<file path="src/rtl/multi_console_pkg.sv">
// Shared definitions for the multi-channel console: register map, status-word
// layout and FIFO depth clamping.
package multi_console_pkg;

    typedef enum logic [1:0] {
        CONSOLE_SETUP = 2'd0,
        CONSOLE_FIFO  = 2'd1,
        CONSOLE_RXREG = 2'd2,
        CONSOLE_TXREG = 2'd3
    } console_reg_e;

    localparam int unsigned SETUP_RESET_BIT = 31;
    localparam int unsigned FIFO_RESET_BIT  = 12;
    localparam int unsigned OVF_BIT         = 12;
    localparam int unsigned EMPTY_BIT       = 8;
    localparam int unsigned BUSY_BIT        = 8;

    typedef struct packed {
        logic [3:0] lglen;
        logic [9:0] fill;
        logic       half;
        logic       avail;
    } fifo_stat_t;

    function automatic int unsigned clamp_lgflen(input int unsigned lg);
        if (lg < 2) return 2;
        if (lg > 9) return 9;
        return lg;
    endfunction

endpackage

</file>
<file path="src/rtl/console_fifo.sv">
// Synchronous character FIFO with head output, 16-bit status word and a
// sticky overflow flag; TXMODE flips the meaning of the half/avail flags.
module console_fifo
    import multi_console_pkg::*;
#(
    parameter int unsigned BW     = 8,
    parameter int unsigned LGFLEN = 4,
    parameter bit          TXMODE = 1'b0
) (
    input  logic          clk_i,
    input  logic          rst_i,
    input  logic          push_i,
    input  logic [BW-1:0] data_i,
    input  logic          pop_i,
    input  logic          ovf_clr_i,
    output logic [BW-1:0] head_o,
    output logic          empty_o,
    output fifo_stat_t    stat_o,
    output logic          ovf_o
);

    localparam int unsigned LG    = clamp_lgflen(LGFLEN);
    localparam int unsigned DEPTH = 1 << LG;
    localparam logic [LG:0] FULL_CNT = (LG+1)'(DEPTH);
    localparam logic [LG:0] HALF_CNT = (LG+1)'(DEPTH / 2);

    logic [BW-1:0] mem_q [DEPTH];
    logic [LG-1:0] wr_ptr_q, rd_ptr_q;
    logic [LG:0]   fill_q, fill_d;
    logic          half_q, half_d;
    logic          ovf_q;
    logic          full, pop_ok, push_ok;

    assign empty_o = (fill_q == '0);
    assign full    = (fill_q == FULL_CNT);

    // A pop frees a slot in the same cycle, so a push at full still lands.
    always_comb begin
        pop_ok  = pop_i && !empty_o;
        push_ok = push_i && (!full || pop_ok);
        fill_d  = fill_q;
        case ({push_ok, pop_ok})
            2'b10:   fill_d = fill_q + 1'b1;
            2'b01:   fill_d = fill_q - 1'b1;
            default: fill_d = fill_q;
        endcase
        half_d = TXMODE ? (fill_d < HALF_CNT) : (fill_d >= HALF_CNT);
    end

    always_ff @(posedge clk_i) begin
        if (push_ok && !rst_i)
            mem_q[wr_ptr_q] <= data_i;
    end

    // The half flag is only refreshed on a push or pop, so it reads 0 out of reset.
    always_ff @(posedge clk_i) begin
        if (rst_i) begin
            wr_ptr_q <= '0;
            rd_ptr_q <= '0;
            fill_q   <= '0;
            half_q   <= 1'b0;
            ovf_q    <= 1'b0;
        end else begin
            if (push_ok)
                wr_ptr_q <= wr_ptr_q + 1'b1;
            if (pop_ok)
                rd_ptr_q <= rd_ptr_q + 1'b1;
            fill_q <= fill_d;
            if (push_ok || pop_ok)
                half_q <= half_d;
            if (push_i && !push_ok)
                ovf_q <= 1'b1;
            else if (ovf_clr_i)
                ovf_q <= 1'b0;
        end
    end

    assign head_o = mem_q[rd_ptr_q];
    assign ovf_o  = ovf_q;
    assign stat_o = '{lglen: 4'(LG),
                      fill:  10'(fill_q),
                      half:  half_q,
                      avail: TXMODE ? !full : !empty_o};

endmodule

</file>
<file path="src/rtl/multi_console.sv">
// Multi-channel Wishbone console: per-channel RX/TX FIFOs, status registers
// and masked interrupts between the bus and the console byte streams.
module multi_console
    import multi_console_pkg::*;
#(
    parameter int unsigned NCHAN   = 2,
    parameter int unsigned LGNCHAN = 1,
    parameter int unsigned BW      = 8,
    parameter int unsigned LGFLEN  = 4
) (
    input  logic                  i_clk,
    input  logic                  i_rst,
    input  logic                  i_wb_cyc,
    input  logic                  i_wb_stb,
    input  logic                  i_wb_we,
    input  logic [LGNCHAN+1:0]    i_wb_addr,
    input  logic [31:0]           i_wb_data,
    output logic                  o_wb_ack,
    output logic                  o_wb_stall,
    output logic [31:0]           o_wb_data,
    output logic [NCHAN-1:0]      o_console_stb,
    output logic [NCHAN*BW-1:0]   o_console_data,
    input  logic [NCHAN-1:0]      i_console_busy,
    input  logic [NCHAN-1:0]      i_console_stb,
    input  logic [NCHAN*BW-1:0]   i_console_data,
    output logic [NCHAN-1:0]      o_chan_int,
    output logic                  o_int
);

    localparam int unsigned AW = LGNCHAN + 2;

    logic          r_ack_q, ack_q;
    logic          req_stb_q, req_we_q;
    logic [AW-1:0] req_addr_q;
    logic [31:0]   req_data_q;
    logic [31:0]   rdata_q, rdata_d;
    logic          int_q;

    logic [AW-1:0]    req_chan;
    console_reg_e     req_reg;
    logic [NCHAN-1:0] chan_int_d;
    logic [31:0]      chan_rdata [NCHAN];
    logic             unused_data;

    assign req_chan    = req_addr_q >> 2;
    assign req_reg     = console_reg_e'(req_addr_q[1:0]);
    assign unused_data = ^req_data_q;

    // Bus request is captured on the stb cycle and acted on one cycle later.
    always_ff @(posedge i_clk) begin
        if (i_rst) begin
            r_ack_q    <= 1'b0;
            ack_q      <= 1'b0;
            req_stb_q  <= 1'b0;
            req_we_q   <= 1'b0;
            req_addr_q <= '0;
            req_data_q <= '0;
            rdata_q    <= '0;
            int_q      <= 1'b0;
        end else begin
            r_ack_q    <= i_wb_stb;
            ack_q      <= r_ack_q && i_wb_cyc;
            req_stb_q  <= i_wb_stb && i_wb_cyc;
            req_we_q   <= i_wb_we;
            req_addr_q <= i_wb_addr;
            req_data_q <= i_wb_data;
            if (req_stb_q)
                rdata_q <= rdata_d;
            int_q <= |chan_int_d;
        end
    end

    always_comb begin
        rdata_d = '0;
        for (int unsigned c = 0; c < NCHAN; c++)
            if (req_chan == AW'(c))
                rdata_d = chan_rdata[c];
    end

    for (genvar k = 0; k < NCHAN; k++) begin : g_chan
        logic          sel, wr, setup_rst, rx_rst, tx_rst, tx_push, rx_pop, tx_pop;
        logic [3:0]    ien_q;
        logic [BW-1:0] rx_last_q;
        logic          chan_int_q;
        logic [BW-1:0] rx_head, tx_head;
        logic          rx_empty, tx_empty, rx_ovf, tx_ovf;
        fifo_stat_t    rx_stat, tx_stat;
        logic [31:0]   rword;

        assign sel       = req_stb_q && (req_chan == AW'(k));
        assign wr        = sel && req_we_q;
        assign setup_rst = wr && (req_reg == CONSOLE_SETUP) && req_data_q[SETUP_RESET_BIT];
        assign rx_rst    = i_rst || setup_rst ||
                           (wr && (req_reg == CONSOLE_RXREG) && req_data_q[FIFO_RESET_BIT]);
        assign tx_rst    = i_rst || setup_rst ||
                           (wr && (req_reg == CONSOLE_TXREG) && req_data_q[FIFO_RESET_BIT]);
        assign tx_push   = wr && (req_reg == CONSOLE_TXREG) && !req_data_q[FIFO_RESET_BIT];
        assign rx_pop    = sel && !req_we_q && (req_reg == CONSOLE_RXREG);
        assign tx_pop    = !tx_empty && !i_console_busy[k];

        console_fifo #(.BW(BW), .LGFLEN(LGFLEN), .TXMODE(1'b0)) u_rx (
            .clk_i     (i_clk),
            .rst_i     (rx_rst),
            .push_i    (i_console_stb[k]),
            .data_i    (i_console_data[k*BW +: BW]),
            .pop_i     (rx_pop),
            .ovf_clr_i (rx_pop),
            .head_o    (rx_head),
            .empty_o   (rx_empty),
            .stat_o    (rx_stat),
            .ovf_o     (rx_ovf)
        );

        console_fifo #(.BW(BW), .LGFLEN(LGFLEN), .TXMODE(1'b1)) u_tx (
            .clk_i     (i_clk),
            .rst_i     (tx_rst),
            .push_i    (tx_push),
            .data_i    (req_data_q[BW-1:0]),
            .pop_i     (tx_pop),
            .ovf_clr_i (1'b0),
            .head_o    (tx_head),
            .empty_o   (tx_empty),
            .stat_o    (tx_stat),
            .ovf_o     (tx_ovf)
        );

        always_ff @(posedge i_clk) begin
            if (i_rst) begin
                ien_q      <= '0;
                rx_last_q  <= '0;
                chan_int_q <= 1'b0;
            end else begin
                if (wr && (req_reg == CONSOLE_SETUP))
                    ien_q <= req_data_q[3:0];
                if (rx_pop && !rx_empty)
                    rx_last_q <= rx_head;
                chan_int_q <= chan_int_d[k];
            end
        end

        assign chan_int_d[k] = |(ien_q & {tx_stat.half, tx_stat.avail,
                                          rx_stat.half, rx_stat.avail});

        // An empty RX read echoes the last character actually popped.
        always_comb begin
            rword = '0;
            case (req_reg)
                CONSOLE_SETUP: rword[3:0] = ien_q;
                CONSOLE_FIFO:  rword = {tx_stat, rx_stat};
                CONSOLE_RXREG: begin
                    rword[OVF_BIT]   = rx_ovf;
                    rword[EMPTY_BIT] = rx_empty;
                    rword[BW-1:0]    = rx_empty ? rx_last_q : rx_head;
                end
                CONSOLE_TXREG: begin
                    rword[OVF_BIT]  = tx_ovf;
                    rword[BUSY_BIT] = i_console_busy[k] || !tx_empty;
                end
            endcase
        end

        assign chan_rdata[k]               = rword;
        assign o_chan_int[k]               = chan_int_q;
        assign o_console_stb[k]            = !tx_empty;
        assign o_console_data[k*BW +: BW]  = tx_head;
    end

    assign o_wb_ack   = ack_q;
    assign o_wb_stall = 1'b0;
    assign o_wb_data  = rdata_q;
    assign o_int      = int_q;

endmodule

</file>
<file path="config.mk">
export PLATFORM = sky130hd
export DESIGN_NAME = multi_console
export DESIGN_NICKNAME = d
export VERILOG_FILES = /design/src/rtl/multi_console_pkg.sv /design/src/rtl/console_fifo.sv /design/src/rtl/multi_console.sv
export SDC_FILE = /design/constraint.sdc
export NUM_CORES = 1
export LEC_CHECK = 0
export CAP_MARGIN = 20
export CORE_AREA = 2 2 186 325
export CTS_CLUSTER_DIAMETER = 120
export DETAILED_ROUTE_END_ITERATION = 16
export DIE_AREA = 0 0 188 327
export PLACE_DENSITY = 0.62
export SLEW_MARGIN = 20
export SYNTH_ARGS = -nofsm -noshare
export SYNTH_HDL_FRONTEND = slang
export SYNTH_SLANG_ARGS = --single-unit
</file>
<file path="constraint.sdc">
create_clock -name i_clk -period 5.5 [get_ports i_clk]
set_input_delay 0.55 -clock i_clk [delete_from_list [all_inputs] [get_ports i_clk]]
set_output_delay 0.55 -clock i_clk [all_outputs]
set_load 0.05 [all_outputs]
</file>
==> impl_metrics.tcl, run 1 <==
set metrics [dict create \
    grt_pass1_wl_um 86800 \
    cp-start-kind "flip-flop" \
    critPathBufInv 2 \
    post_cts_buffers 0 \
    ys.flop_type "edfxtp_1" \
    drc_errors 0 \
    internal_power_w 0.00818 \
    cts_resized 0 \
    crit_top_cell "mux4_2" \
    path_max_fanout 21 \
    critical_path_class "reg -> out" \
    track_usage_pct 18.8 \
    synth-simple-area-share_pct 6.87 \
    synth.most_common_cell "edfxtp_1" \
    clock-sinks 650 \
    drt_first_pass_iters 5 \
    cts_made_buffers 57 \
    netlist_area_mm2 0.0263 \
    ys_seq_elements 650 \
    num-fill-cells 4772 \
    cts.path.max_buffers 3 \
    yosys-top-cells-count "edfxtp_1 (512), dfxtp_1 (138), mux4_2 (138)" \
    synthArstFlopShare_pct 0 \
    path_cells "buf_4, mux4_2, mux4_2, clkdlybuf4s50_1" \
    dr.first_iter.drc_count 879 \
    viasPerCell 5.54 \
    grtUsageMet2_pct 35.2 \
    syn2layout_area_growth_pct 13.0 \
    avgRoutedWirePerCell_um 22.7 \
    synth-xor-area-share_pct 1.40 \
    use_met1_pct 20.9 \
    synth_top_family_by_area "multiplexers" \
    synth_edf_count 512 \
    die_h_um 327 \
    ir_drop_uv 282 \
    worstMarginPinSlew_ns 1.01 \
    final_max_slew_viol_count 0 \
    drv_cap 0 \
    antenna_found_initial 2 \
    cts-root-buf "clkbuf_16" \
    avgSynthCellArea_um2 16.3 \
    combPwrFrac_pct 11.5 \
    vias 13933 \
    hpwl_um 39200 \
    cts_tree "yes" \
    p_total_w 0.0108 \
    rsz0062_at_grt "false" \
    grt_max_degree 40 \
    cp.arrival_ns 3.61 \
    p_clk_share_pct 37.2 \
    ant_nets 0 \
    ys_top_cells_by_area "edfxtp_1 (58%), mux4_2 (12%), dfxtp_1 (11%)" \
    hold_buffers 0 \
    antenna_cells 0 \
    ys_warn_count 0 \
    min_path_type "reg -> reg" \
    ys_seq_area_share_pct 69.0 \
    synth_cells 1610 \
    endpoint_kind "output port" \
    leakage_nw 9.70 \
    drive_gt1_share_pct 16.3 \
    finalCritPeriodShare_pct 75.7 \
    clock_latency_ns 0.61 \
    initial_utilization_pct 44.6 \
    setup-violations-final 0 \
    cp_slowest_cell "dfxtp_2" \
    synth_top_cell_area_share_pct 58.5 \
    max_freq_ghz 0.240 \
    cts_max_level 2 \
    gr-max-usage-layer "met2" \
    setup_tns_ns 0 \
    critPathTopFamily "buffers and inverters" \
    wirelength_um 57200 \
    slew_headroom_pct 32.7 \
    period_minus_slack_ns 4.16 \
    slowest_delay_ns 0.82 \
    yosys-mux-area-fraction_pct 13.6 \
    dieArea_mm2 0.0615 \
    gp_congestion 0.825 \
    seqPwrFrac_pct 51.3 \
    hold_viol_final 0 \
    required_ns 4.95 \
    final_nets 1791 \
    pwr_density_cell_mw_per_mm2 363 \
    swShare_pct 24.2 \
    yosysTopAreaCell "edfxtp_1" \
    grt_pass1_vias 14562 \
    p_sw_w 0.00261 \
    grt_overflow 0 \
    core-area_mm2 0.0589 \
    synthAdderAreaFrac_pct 2.21 \
    die_w_um 188 \
    ys_types 66 \
    finalClockSkew_ns 0.0151 \
    num_rows 118 \
    layout.area.seq_mm2 0.0181 \
    finalWorstSetupSlack_ns 1.34 \
    dpl_worst_slack_ns 1.85 \
    pin_count 115 \
    grtUsageMet3_pct 2.64 \
    path_clk_slew_ns 0.07 \
    port_buffers 78 \
    synth_compound_area_share_pct 4.31 \
    multi_input_area_mm2 0.00753 \
    status "finished clean" \
]
[tightest hold or removal path, stage by stage (launching register included)]
cell     delay (ns)
dfxtp_1        0.31
nand2_1        0.05
a21oi_1        0.05
[power by group through the flow]
stage          registers, W  logic (W)  clock network, W
5_1_grt             0.00556    0.00133           0.00429
3_5_place_dp        0.00565    0.00125                 0
6_report            0.00554    0.00124           0.00401
3_3_place_gp        0.00565    0.00123                 0
2_1_floorplan       0.00553   0.000980                 0
4_1_cts             0.00555    0.00126           0.00411
[worst paths after layout]
check	to	cells after the start	from	slack, ns
min	g_chan[1].rx_last_q[6]	2	g_chan[1].rx_last_q[6]	0.46
min reg2reg	g_chan[1].rx_last_q[6]	2	g_chan[1].rx_last_q[6]	0.46
max reg2reg	g_chan[1].u_rx.half_q	11	req_addr_q[0]	1.80
max	o_console_data[8]	4	flip-flop	1.34
[per-layer routing]
layer / vias up / part of all wire [%]
li1: 6348 / -
met1: 7103 / 37
met2: 365 / 54
met3: 115 / 4.2
met4: 2 / 4.4
met5: - / 0.014
[area by class of cell]
type | count | share of cell area [%]
sequential | 650 | 61.1
multi-input combinational | 824 | 25.3
clock buffer | 79 | 5.42
timing repair buffer | 110 | 3.42
tap | 780 | 3.28
clock inverter | 28 | 0.905
inverter | 44 | 0.556
[flip-flops by register name (all words and copies together), names as in the netlist, 10 cells and up, named ones only]
register            count
g_chan.u_rx.fill_q     10
req_data_q             10
g_chan.u_rx.mem_q     256
g_chan.u_tx.fill_q     10
g_chan.u_tx.mem_q     256
o_wb_data              18
g_chan.rx_last_q       16
[kinds of logic after synthesis]
family / count (synthesis)
other: 1
AO/OA/AOI/OAI: 170
AND/OR/NAND/NOR: 369
flip-flops: 650
buffers and inverters: 149
adder cells (fa/ha/maj): 44
XOR/XNOR: 42
multiplexers: 185
[placed cells by master (no fill, tap or decap), types with 8 or more instances in the layout]
cell / instances
edfxtp_1: 512
mux4_2: 138
dfxtp_1: 130
nor2_1: 117
nand2_1: 84
clkdlybuf4s50_1: 77
a21oi_1: 64
clkbuf_16: 59
inv_1: 43
mux2i_1: 40
ha_1: 40
and2_1: 35
buf_4: 32
nand3_1: 30
xnor2_1: 26
nor2b_1: 24
nor4_1: 24
o21ai_0: 17
xor2_1: 16
a22oi_1: 14
conb_1: 14
clkbuf_1: 14
nand4_1: 13
a21o_1: 12
nor3b_1: 11
clkinv_2: 11
nor3_1: 10
a211oi_1: 9
a221oi_1: 9
dfxtp_2: 8
[per-stage QoR]
stage          cell area, um2  hold WS (ns)  std cells  util (%)
3_3_place_gp            27800         0.445       2408      47.2
6_report                29700         0.455       2515      50.4
2_1_floorplan           26300         0.432       1623         -
3_5_place_dp            27800         0.450       2408      47.2
4_1_cts                 29700         0.452       2515      50.4
5_1_grt                 29700         0.474       2515      50.4
No activity file was read; power rests on OpenSTA's default activity.
==> inputs of run 2 (changes only) <==
--- a/config.mk
+++ b/config.mk
@@ -10,7 +10,7 @@
 export CTS_CLUSTER_DIAMETER = 120
 export DETAILED_ROUTE_END_ITERATION = 16
 export DIE_AREA = 0 0 188 327
-export PLACE_DENSITY = 0.62
+export PLACE_DENSITY = 0.64
 export SLEW_MARGIN = 20
 export SYNTH_ARGS = -nofsm -noshare
 export SYNTH_HDL_FRONTEND = slang
==> constraint.sdc (replaced) <==
create_clock -name i_clk -period 3.5 [get_ports i_clk]
set_input_delay 0.35 -clock i_clk [delete_from_list [all_inputs] [get_ports i_clk]]
set_output_delay 0.35 -clock i_clk [all_outputs]
set_load 0.05 [all_outputs]
==> run 2 against run 1 <==
Compared with the run above: clock skew fell by 0.0021 ns; sequential power grew 55%; critical path depth unchanged; design area up 0.74%; cell count rose by 1.3%; non-clock buffer count is 37 higher; largest power group unchanged; setup slack lost 1.2 ns.
==> impl_metrics.tcl, run 2 (synthesis gave the netlist of run 1 again) <==
set metrics [dict create \
    status "finished clean" \
    critical_path_class "reg -> out" \
    setup_tns_ns 0 \
    cts-root-buf "clkbuf_16" \
    pin_count 115 \
    wirelength_um 56800 \
    drive_gt1_share_pct 17.9 \
    cts_max_level 2 \
    drv_cap 0 \
    grt_max_degree 35 \
    ir_drop_uv 365 \
    syn2layout_area_growth_pct 13.8 \
    layout_commonest_cell "edfxtp_1" \
    grt_pass1_wl_um 86900 \
    vias 13970 \
    cp_slowest_cell "clkdlybuf4s50_1" \
    ant_nets 0 \
    num_rows 118 \
    grt_overflow 0 \
    rr_worst_depth 8 \
    leakage_nw 9.89 \
    max_freq_ghz 0.297 \
    cp-start-kind "flip-flop" \
    viasPerCell 5.48 \
    die_w_um 188 \
    crit_path_end "o_console_data[5]" \
    final_nets 1826 \
    final_cell_mix "edfxtp_1 (512), mux4_2 (138), dfxtp_1 (133), nor2_1 (116), nand2_1 (84)" \
    finalClockSkew_ns 0.0130 \
    hold_viol_final 0 \
    cp.arrival_ns 3.02 \
    cts_made_buffers 55 \
    slowest_delay_ns 0.71 \
    required_ns 3.15 \
    num-fill-cells 4763 \
    drc_errors 0 \
    worstMarginPinSlew_ns 0.961 \
    p_total_w 0.0169 \
    gp_congestion 0.854 \
    path_cells "buf_12, mux4_2, mux4_2, clkdlybuf4s50_1" \
    antenna_cells 0 \
    clock-sinks 650 \
    rsz0062_at_grt "false" \
    initial_utilization_pct 44.6 \
    crit_top_cell "mux4_2" \
    slew_headroom_pct 35.3 \
    drt_first_pass_iters 5 \
    endpoint_kind "output port" \
    antenna_found_initial 1 \
    setup-violations-final 0 \
    dieArea_mm2 0.0615 \
    core-area_mm2 0.0589 \
    timing.rr.end "g_chan[0].u_rx.mem_q[11][2]" \
    post_cts_buffers 0 \
    cts_tree "yes" \
    final_max_slew_viol_count 0 \
    path_clk_slew_ns 0.07 \
    hold_start "i_rst" \
    pwr_density_cell_mw_per_mm2 563 \
    track_usage_pct 18.6 \
    avgRoutedWirePerCell_um 22.3 \
    finalCritPeriodShare_pct 96.3 \
    reg2reg_slack_ns 0.31 \
    hold_buffers 0 \
    dr.first_iter.drc_count 935 \
    port_buffers 78 \
    die_h_um 327 \
    hpwl_um 39400 \
    rr_startpoint "req_addr_q[0]" \
    min_path_type "in -> reg" \
    path_max_fanout 32 \
    grt_pass1_vias 14403 \
    cts.path.max_buffers 3 \
    period_minus_slack_ns 3.37 \
    clock_latency_ns 0.60 \
]
run 2: layer usage:
metal  track usage [%]  part of all wire [%]  vias up
met4              6.45                   3.2        2
met5                 0                 0.028        -
met2              35.0                    55      347
met3              2.30                   3.9      107
met1              21.9                    38     7111
li1                  -                     -     6403
run 2: worst min-delay path by stage:
stage | to | slack [ns] | cells after the start
4_1_cts | o_wb_data[17] | 0.13 | 2
2_1_floorplan | g_chan[0].rx_last_q[4] | 0.43 | 2
5_1_grt | o_wb_data[17] | 0.16 | 2
3_3_place_gp | g_chan[1].rx_last_q[6] | 0.45 | 2
6_report | o_wb_data[17] | 0.18 | 2
3_5_place_dp | g_chan[1].rx_last_q[2] | 0.45 | 2
run 2: where the power goes:
group	switching (W)	internal, W	leakage (nW)
registers	0.000136	0.00842	5.92
logic	0.00120	0.000936	3.08
clock network	0.00275	0.00341	0.893
run 2: worst max-delay path: cells and delay by family, from the launching register on:
family | cells | cell delay (ns)
buffers and inverters | 2 | 0.96
DFF | 1 | 0.34
muxes | 2 | 1.07
run 2: through the flow:
stage | utilization, % | cells | hold slack (ns) | worst slack [ns] | instance area [um2]
finish | 50.8 | 2548 | 0.183 | 0.129 | 29900
global route | 50.8 | 2548 | 0.157 | 0.0255 | 29900
CTS | 50.8 | 2548 | 0.133 | 0.0456 | 29900
detailed placement | 47.8 | 2445 | 0.454 | 0.331 | 28100
global placement | 47.8 | 2445 | 0.445 | 0.415 | 28100
floorplan | - | 1623 | 0.432 | 0.778 | 26300
run 2: cell type report:
type                    count  area (um2)  area share (%)
inverters                  44         165           0.552
clock buffers              70        1500            4.99
repair buffers            147        1310            4.37
well taps                 780         976            3.26
multi-input cells         824        7530            25.2
flip-flops and latches    650       18100            60.6
clock inverters            33         313            1.04
run 2: timing repair:
action / in CTS / in global routing
pin swaps: 0 / 0
gates resized for setup: 8 / 1
endpoints found under the setup margin: 8 / 1
